<file path="src/rtl/pool_seq_ctrl_pkg.sv">
// Shared pooling definitions: default geometry, sequencer state encoding and
// the expected-window-count helper used by pool_seq_ctrl.
package pool_seq_ctrl_pkg;

  localparam int POOL_K       = 2;
  localparam int POOL_IN_SIZE = 8;
  localparam int STRIDE       = 2;
  localparam int IF_BW        = 8;

  typedef enum logic [2:0] {
    ST_IDLE   = 3'd0,
    ST_CLEAR  = 3'd1,
    ST_STREAM = 3'd2,
    ST_FLUSH  = 3'd3,
    ST_DONE   = 3'd4
  } state_t;

  // Windows emitted per channel by a K x K / stride-S line buffer.
  function automatic int expected_win_cnt(input int in_size, input int k, input int s);
    int side;
    side = (in_size - k) / s + 1;
    return side * side;
  endfunction

endpackage

</file>
<file path="src/rtl/pool_seq_ctrl.sv">
// Pooling job sequencer: walks CH_NUM channels through the line buffer and
// checks the window count per channel. POOL_SEQ_PERF_EN adds o_stall_cnt.
module pool_seq_ctrl #(
  parameter int IN_SIZE = pool_seq_ctrl_pkg::POOL_IN_SIZE,
  parameter int POOL_K  = pool_seq_ctrl_pkg::POOL_K,
  parameter int STRIDE  = pool_seq_ctrl_pkg::STRIDE,
  parameter int CH_NUM  = 4
) (
  input  logic clk,
  input  logic reset_n,
  input  logic i_start,
  input  logic i_abort,
  input  logic i_src_valid,
  output logic o_src_ready,
  input  logic i_dst_ready,
  output logic o_lb_valid,
  output logic o_lb_clr,
  input  logic i_win_valid,
  output logic [$clog2(CH_NUM > 1 ? CH_NUM : 2)-1:0] o_ch_idx,
  output logic o_busy,
  output logic o_done,
  output logic o_err
`ifdef POOL_SEQ_PERF_EN
  ,
  output logic [31:0] o_stall_cnt
`endif
);

  import pool_seq_ctrl_pkg::*;

  localparam int PIX_NUM = IN_SIZE * IN_SIZE;
  localparam int PIX_W   = (PIX_NUM > 1) ? $clog2(PIX_NUM) : 1;
  localparam int CH_W    = $clog2(CH_NUM > 1 ? CH_NUM : 2);
  localparam int WIN_EXP = expected_win_cnt(IN_SIZE, POOL_K, STRIDE);
  // One spare bit so a saturated window count never aliases the expected value.
  localparam int WIN_W   = $clog2(PIX_NUM + 1) + 1;

  state_t             state_q, state_d;
  logic [PIX_W-1:0]   pix_cnt_q;
  logic [WIN_W-1:0]   win_cnt_q;
  logic [WIN_W-1:0]   win_next;
  logic [CH_W-1:0]    ch_idx_q;
  logic               err_q;

  logic handshake;
  logic last_pix;
  logic win_hit;
  logic start_acc;
  logic abort_go;
  logic last_ch;

  assign o_src_ready = (state_q == ST_STREAM) & i_dst_ready;
  assign o_lb_valid  = i_src_valid & o_src_ready;
  assign handshake   = o_lb_valid;
  assign last_pix    = handshake && (pix_cnt_q == PIX_W'(PIX_NUM - 1));
  assign start_acc   = (state_q == ST_IDLE) && i_start;
  assign abort_go    = (state_q != ST_IDLE) && i_abort;
  assign last_ch     = (ch_idx_q == CH_W'(CH_NUM - 1));
  assign win_hit     = i_win_valid && ((state_q == ST_STREAM) || (state_q == ST_FLUSH));
  assign win_next    = win_cnt_q + WIN_W'(win_hit && (win_cnt_q != '1));

  assign o_busy   = (state_q != ST_IDLE);
  assign o_lb_clr = (state_q == ST_CLEAR);
  assign o_done   = (state_q == ST_DONE);
  assign o_err    = err_q;
  assign o_ch_idx = ch_idx_q;

  // NOTE: state_d gets its hold value before the case so no path leaves it
  // unassigned; a missing default here would infer a latch.
  always_comb begin
    state_d = state_q;
    case (state_q)
      ST_IDLE:   if (i_start) state_d = ST_CLEAR;
      ST_CLEAR:  state_d = ST_STREAM;
      ST_STREAM: if (last_pix) state_d = ST_FLUSH;
      ST_FLUSH:  state_d = last_ch ? ST_DONE : ST_CLEAR;
      ST_DONE:   state_d = ST_IDLE;
      default:   state_d = ST_IDLE;
    endcase
    // Abort overrides everything, including a last-pixel handshake.
    if (abort_go) state_d = ST_IDLE;
  end

  // NOTE: every register here uses <= so all of them sample the pre-edge
  // values; a blocking = would let later statements see updated state.
  always_ff @(posedge clk) begin
    if (!reset_n) begin
      state_q   <= ST_IDLE;
      pix_cnt_q <= '0;
      win_cnt_q <= '0;
      ch_idx_q  <= '0;
      err_q     <= 1'b0;
    end else begin
      state_q <= state_d;

      case (state_q)
        ST_CLEAR: begin
          pix_cnt_q <= '0;
          win_cnt_q <= '0;
        end
        ST_STREAM: begin
          if (handshake) pix_cnt_q <= pix_cnt_q + PIX_W'(1);
          win_cnt_q <= win_next;
        end
        ST_FLUSH: win_cnt_q <= win_next;
        default: ;
      endcase

      if (abort_go || (state_q == ST_DONE)) begin
        ch_idx_q <= '0;
      end else if ((state_q == ST_FLUSH) && !last_ch) begin
        ch_idx_q <= ch_idx_q + CH_W'(1);
      end

      if (start_acc) begin
        err_q <= 1'b0;
      end else if ((state_q == ST_FLUSH) && !i_abort && (win_next != WIN_W'(WIN_EXP))) begin
        err_q <= 1'b1;
      end
    end
  end

`ifdef POOL_SEQ_PERF_EN
  logic [31:0] stall_cnt_q;

  always_ff @(posedge clk) begin
    if (!reset_n) begin
      stall_cnt_q <= '0;
    end else if (start_acc) begin
      stall_cnt_q <= '0;
    end else if ((state_q == ST_STREAM) && i_src_valid && !i_dst_ready &&
                 (stall_cnt_q != '1)) begin
      stall_cnt_q <= stall_cnt_q + 32'd1;
    end
  end

  assign o_stall_cnt = stall_cnt_q;
`endif

endmodule

</file>
<file path="config.mk">
export PLATFORM = sky130hd
export DESIGN_NAME = pool_seq_ctrl
export DESIGN_NICKNAME = d
export VERILOG_FILES = /design/src/rtl/pool_seq_ctrl_pkg.sv /design/src/rtl/pool_seq_ctrl.sv
export SDC_FILE = /design/constraint.sdc
export NUM_CORES = 1
export LEC_CHECK = 0
export CORE_MARGIN = 8
export CORE_UTILIZATION = 58
export DETAILED_ROUTE_END_ITERATION = 10
export PLACE_DENSITY = 0.85
export SYNTH_ARGS = -nofsm -noshare
export SYNTH_HDL_FRONTEND = slang
export SYNTH_SLANG_ARGS = --single-unit
</file>
<file path="constraint.sdc">
create_clock -name clk -period 5 [get_ports clk]
set_input_delay 1.25 -clock clk [delete_from_list [all_inputs] [get_ports clk]]
set_output_delay 1.25 -clock clk [all_outputs]
set_load 0.005 [all_outputs]
</file>
==> results of run 1 <==
routing by layer:
metal | vias to the layer above | track usage, % | part of all wire, %
li1 | 548 | - | -
met1 | 513 | 17.0 | 45
met2 | 31 | 24.9 | 49
met3 | 2 | 3.97 | 5.7
met4 | 0 | 5.98 | 0.55
met5 | - | 0 | 0
stage by stage:
stage / instance area, um^2 / hold slack, ns / instances
floorplan: 1180 / 0.452 / 145
detailed placement: 1310 / 0.487 / 176
CTS: 1350 / 0.502 / 180
global route: 1350 / 0.523 / 180
finish: 1350 / 0.499 / 180
global placement: 1310 / 0.469 / 176
cell usage after synthesis, types with 3 or more instances:
library cell / number / area [um^2]
a211oi_1: 3 / 22.5
a21boi_0: 3 / 22.5
a21oi_1: 5 / 25.0
a22oi_1: 4 / 30.0
a31oi_1: 4 / 25.0
and3_1: 5 / 31.3
clkbuf_1: 8 / 30.0
dfxtp_1: 20 / 400
ha_1: 5 / 62.6
inv_1: 4 / 15.0
nand2_1: 7 / 26.3
nand3_1: 12 / 60.1
nand4_1: 3 / 18.8
nor2_1: 13 / 48.8
nor2b_1: 5 / 31.3
nor3_1: 4 / 20.0
nor4_1: 3 / 18.8
o21ai_0: 8 / 40.0
xnor2_1: 5 / 43.8
cell usage in the layout, fill, tap and decap left out, types with 3 or more instances in the layout:
cell,instances
clkbuf_4,3
a211oi_1,3
clkdlybuf4s50_1,14
a21oi_1,5
nor4_1,3
nor3_1,4
and3_1,5
nand4_1,3
dfxtp_1,20
ha_1,5
nor2b_1,5
a21boi_0,3
nor2_1,13
xnor2_1,5
a22oi_1,4
a31oi_1,4
o21ai_0,8
nand2_1,7
inv_1,4
nand3_1,12
path summary, 6_finish.rpt:
check          startpoint           end  slack [ns]  cells past startpoint
max           i_dst_ready   o_src_ready        1.24                      3
min          pix_cnt_q[5]  pix_cnt_q[5]        0.50                      2
max reg2reg    state_q[1]  win_cnt_q[4]        2.51                      8
min reg2reg  pix_cnt_q[5]  pix_cnt_q[5]        0.50                      2
cell type report:
class | count | share of cell area [%]
Multi-Input combinational cell | 111 | 53.6
Sequential cell | 20 | 29.7
Inverter | 4 | 1.11
Clock buffer | 4 | 2.69
Timing Repair Buffer | 14 | 10.4
Tap cell | 27 | 2.50
kinds of logic after synthesis:
group,synth area share [%]
flip-flops,33.8
XOR/XNOR,3.70
AO/OA/AOI/OAI,19.6
buffers and inverters,5.17
multiplexers,3.59
AND/OR/NAND/NOR,28.8
adder cells (fa/ha/maj),5.28
critical path, delay by kind of cell:
family / cells / cell delay (ns)
buffers and inverters: 2 / 1.07
AND/OR/NAND/NOR: 1 / 0.19
state kept, by name, indices dropped and copies added (netlist names):
name	flops
o_err	1
o_ch_idx	2
win_cnt_q	8
pix_cnt_q	6
state_q	3
power groups by stage:
stage	Clock (mW)	Combinational [mW]	Sequential [mW]
2_1_floorplan	0	0.0285	0.166
3_3_place_gp	0	0.0397	0.170
3_5_place_dp	0	0.0404	0.170
4_1_cts	0.0942	0.0407	0.166
5_1_grt	0.0990	0.0443	0.167
6_report	0.0919	0.0408	0.167
==> results.yml, run 1 <==
status:
  status: "finished clean"
synthesis:
  ys_types: 38
  synth_ff_type: "dfxtp_1"
  syn_avg_cell_area_um2: 8.17
  synth_edf_count: 0
  netlist_area_um2: 1180
  synth_seq_area_share_pct: 33.8
  yosys_warnings: 0
  synthArstFlopShare_pct: 0
  ys_ff_latch: 20
  synth.net_count: 157
  netlist_instances: 145
detailed_routing:
  wirelength_mm: 2.56
  vias: 1094
  wl_per_cell_um: 14.2
  drtAntennaViolNets: 0
  dr.first_iter.drc_count: 39
  drc: 0
  dr.pass1.iters: 4
  viasPerCell: 6.08
grt:
  gr-total-overflow: 0
  grt_max_degree: 22
  grt_use_total_pct: 14.7
  grt_pass1_wl_mm: 4.30
  first_global_vias: 1005
  antenna_found_initial: 0
power_and_ir_drop:
  clock_power_share_pct: 30.7
  swShare_pct: 24.9
  comb_power_share_pct: 13.6
  p_int_uw: 225
  power_switching_uw: 74.6
  power_density_nw_per_um2: 222
  vdd_ir_drop_max_mv: 0.210
  leakage_nw: 0.481
  p_seq_share_pct: 55.7
  finalPower_uw: 299
finish:
  diodes: 0
  multi_input_area_um2: 723
  drive_gt1_share_pct: 5.23
  fill_cells: 158
  nets: 166
  area_growth_pct: 13.8
  fin_util_pct: 69.5
  seq_area_um2: 400
floorplanning:
  num_rows: 16
  dieWidth_um: 61.2
  design.portCount: 15
  die_h_um: 61.2
  dieArea_um2: 3750
  core_um2: 1940
  start_util_pct: 61.0
setup_path:
  path_cells: "clkdlybuf4s50_1, and3_1, clkdlybuf4s50_1"
  required_ns: 3.75
  critPathCaptureType: "output pin"
  cp_max_fo: 4
  crit_top_cell: "clkdlybuf4s50_1"
  critical-path-max-stage-delay_ns: 0.57
  crit_slowest_cell: "clkdlybuf4s50_1"
  worstPathArrival_ns: 2.51
  path_class: "input pin to output pin"
  cp-start-kind: "input pin"
timing:
  worst_slack_ns: 1.24
  tightest_slew_ns: 0.631
  final_max_slew_viol_count: 0
  finalCritPeriodShare_pct: 75.1
  max_freq_ghz: 0.266
  setup_viol: 0
  finClkSkew_ns: 0.00232
  hold_violations: 0
  timing.slew.headroom_pct: 57.9
  grt_setup_unrepaired: "no"
  period_needed_ns: 3.76
  tns_ns: 0
cts:
  clkLatencyLatePin_ns: 0.29
  cts_resized: 0
  cts_buffers: 3
  cts-htree-levels: 1
  ctsLongestPathBuffers: 2
  cts.sinks: 20
  clk_pin_slew_ns: 0.11
  ctsHoldBuffers: 0
  cts_root_buf: "clkbuf_4"
  cts_tree: "done"
  postCtsSetupRepairBufs: 0
place:
  place_ws_ns: 1.24
  place.gp.congestion: 0.876
  hpwl_mm: 1.91
  port_buffers: 14
worst_hold_path:
  hold_path_class: "flop to flop"
run:
  maxCapViolCount: 0
No activity file was read; power rests on OpenSTA's default activity.
==> inputs of run 2 (changes only) <==
Settings changed: CORE_UTILIZATION 58 to 54, PLACE_DENSITY 0.85 to 0.8.
Clock period 5 ns to 3.6 ns, I/O delays scaled along.
==> run 2 against run 1 <==
  * Utilization fell by 6.6 points
  * Clock skew barely moved
  * Critical path type unchanged
  * Largest cell class unchanged
  * Combinational power rose by 39%
  * Cell area barely moved
  * Flip-flop and latch count did not move
  * Highest routed layer unchanged
  * Via count rose by 2.0%
==> results.yml, run 2 (synthesis results as in run 1) <==
floorplanning:
  dieArea_um2: 3950
  die_h_um: 62.8
  dieWidth_um: 62.8
  num_rows: 17
  design.portCount: 15
  start_util_pct: 55.2
  core_um2: 2150
timing:
  timing.slew.headroom_pct: 57.0
  final_max_slew_viol_count: 0
  finClkSkew_ns: 0.00203
  hold_violations: 0
  tns_ns: 0
  worst_slack_ns: 0.560
  tightest_slew_ns: 0.643
  finalCritPeriodShare_pct: 84.4
  period_needed_ns: 3.04
  max_freq_ghz: 0.329
  grt_setup_unrepaired: "no"
  setup_viol: 0
cts:
  ctsHoldBuffers: 0
  ctsLongestPathBuffers: 2
  clkLatencyLatePin_ns: 0.30
  cts-htree-levels: 1
  cts.sinks: 20
  cts_tree: "done"
  clk_pin_slew_ns: 0.11
  cts_root_buf: "clkbuf_4"
  postCtsSetupRepairBufs: 0
  cts_resized: 0
  cts_buffers: 3
status:
  status: "finished clean"
power_and_ir_drop:
  vdd_ir_drop_max_mv: 0.271
  power_density_nw_per_um2: 311
  leakage_nw: 0.481
  finalPower_uw: 420
grt:
  antenna_found_initial: 0
  first_global_vias: 1003
  gr-total-overflow: 0
  grt_use_total_pct: 13.6
  grt_max_degree: 22
  grt_pass1_wl_mm: 4.50
detailed_routing:
  dr.pass1.iters: 4
  dr.first_iter.drc_count: 54
  drtAntennaViolNets: 0
  wl_per_cell_um: 14.6
  vias: 1116
  wirelength_mm: 2.64
  viasPerCell: 6.17
  drc: 0
setup_path:
  cp_max_fo: 4
  critPathCaptureType: "output pin"
  critPathBufInv: 2
  path_cells: "clkdlybuf4s50_1, and3_1, clkdlybuf4s50_1"
  r2r-start: "state_q[1]"
  crit_start: "i_dst_ready"
  critical-path-top-delay-family: "buffers and inverters"
  crit_top_cell: "clkdlybuf4s50_1"
  required_ns: 2.70
  worstPathArrival_ns: 2.14
  crit_slowest_cell: "clkdlybuf4s50_1"
  r2r_slack_ns: 1.10
  path_class: "input pin to output pin"
  critical-path-max-stage-delay_ns: 0.57
  cp-start-kind: "input pin"
finish:
  diodes: 0
  multi_input_area_um2: 723
  seq_area_um2: 400
  final_cell_mix: "20 x dfxtp_1, 14 x clkdlybuf4s50_1, 13 x nor2_1, 12 x nand3_1, 8 x o21ai_0"
  reg_top3: "win_cnt_q: 8 flops, pix_cnt_q: 6 flops, state_q: 3 flops"
  largest_reg_flops: 8
  drive_gt1_share_pct: 5.23
  nets: 166
  fill_cells: 199
  final_common_cell: "dfxtp_1"
  fin_util_pct: 62.8
  regMostFlops: "win_cnt_q"
  area_growth_pct: 13.9
place:
  port_buffers: 14
  hpwl_mm: 1.97
  place_ws_ns: 0.572
  place.gp.congestion: 0.828
run:
  maxCapViolCount: 0
worst_hold_path:
  hold_path_class: "flop to flop"
  hold_start: "pix_cnt_q[5]"
## run 2: cell counts in the layout (fill, tap and decap cells not counted)
No cell type changed its count.
## run 2: final cells by class
class	instances	area share [%]
Clock buffer	4	2.69
Inverter	4	1.11
Multi-Input combinational cell	111	53.6
Sequential cell	20	29.7
Tap cell	28	2.60
Timing Repair Buffer	14	10.4
## run 2: worst register-to-register path: stages, from the launching register on
cell,delay [ns]
dfxtp_1,0.69
nor2b_1,0.45
o211a_1,0.25
ha_1,0.15
ha_1,0.26
nand3_1,0.12
mux2_2,0.29
a22oi_1,0.15
nor2b_1,0.06
## run 2: final timing paths
path | depth (start not counted) | to
setup / recovery | 3 | o_src_ready
hold / removal | 2 | pix_cnt_q[5]
setup reg to reg | 8 | win_cnt_q[4]
hold reg to reg | 2 | pix_cnt_q[5]
## run 2: routing by layer
metal  wire length [um]  GRT usage (%)
met1               1130           16.3
met5                  0              0
met3                157           3.23
met4                 18           6.55
met2               1340           22.4
## run 2: where the power goes
part	leakage [nW]	switching, mW	internal [mW]
clock network	0.0210	0.0704	0.0617
registers	0.161	0.00772	0.224
logic	0.299	0.0299	0.0266
## run 2: stage by stage
step	cells	area (um^2)	hold WS [ns]
floorplan	145	1180	0.452
global placement	177	1310	0.469
detailed placement	177	1310	0.499
CTS	181	1350	0.514
global route	181	1350	0.540
finish	181	1350	0.514
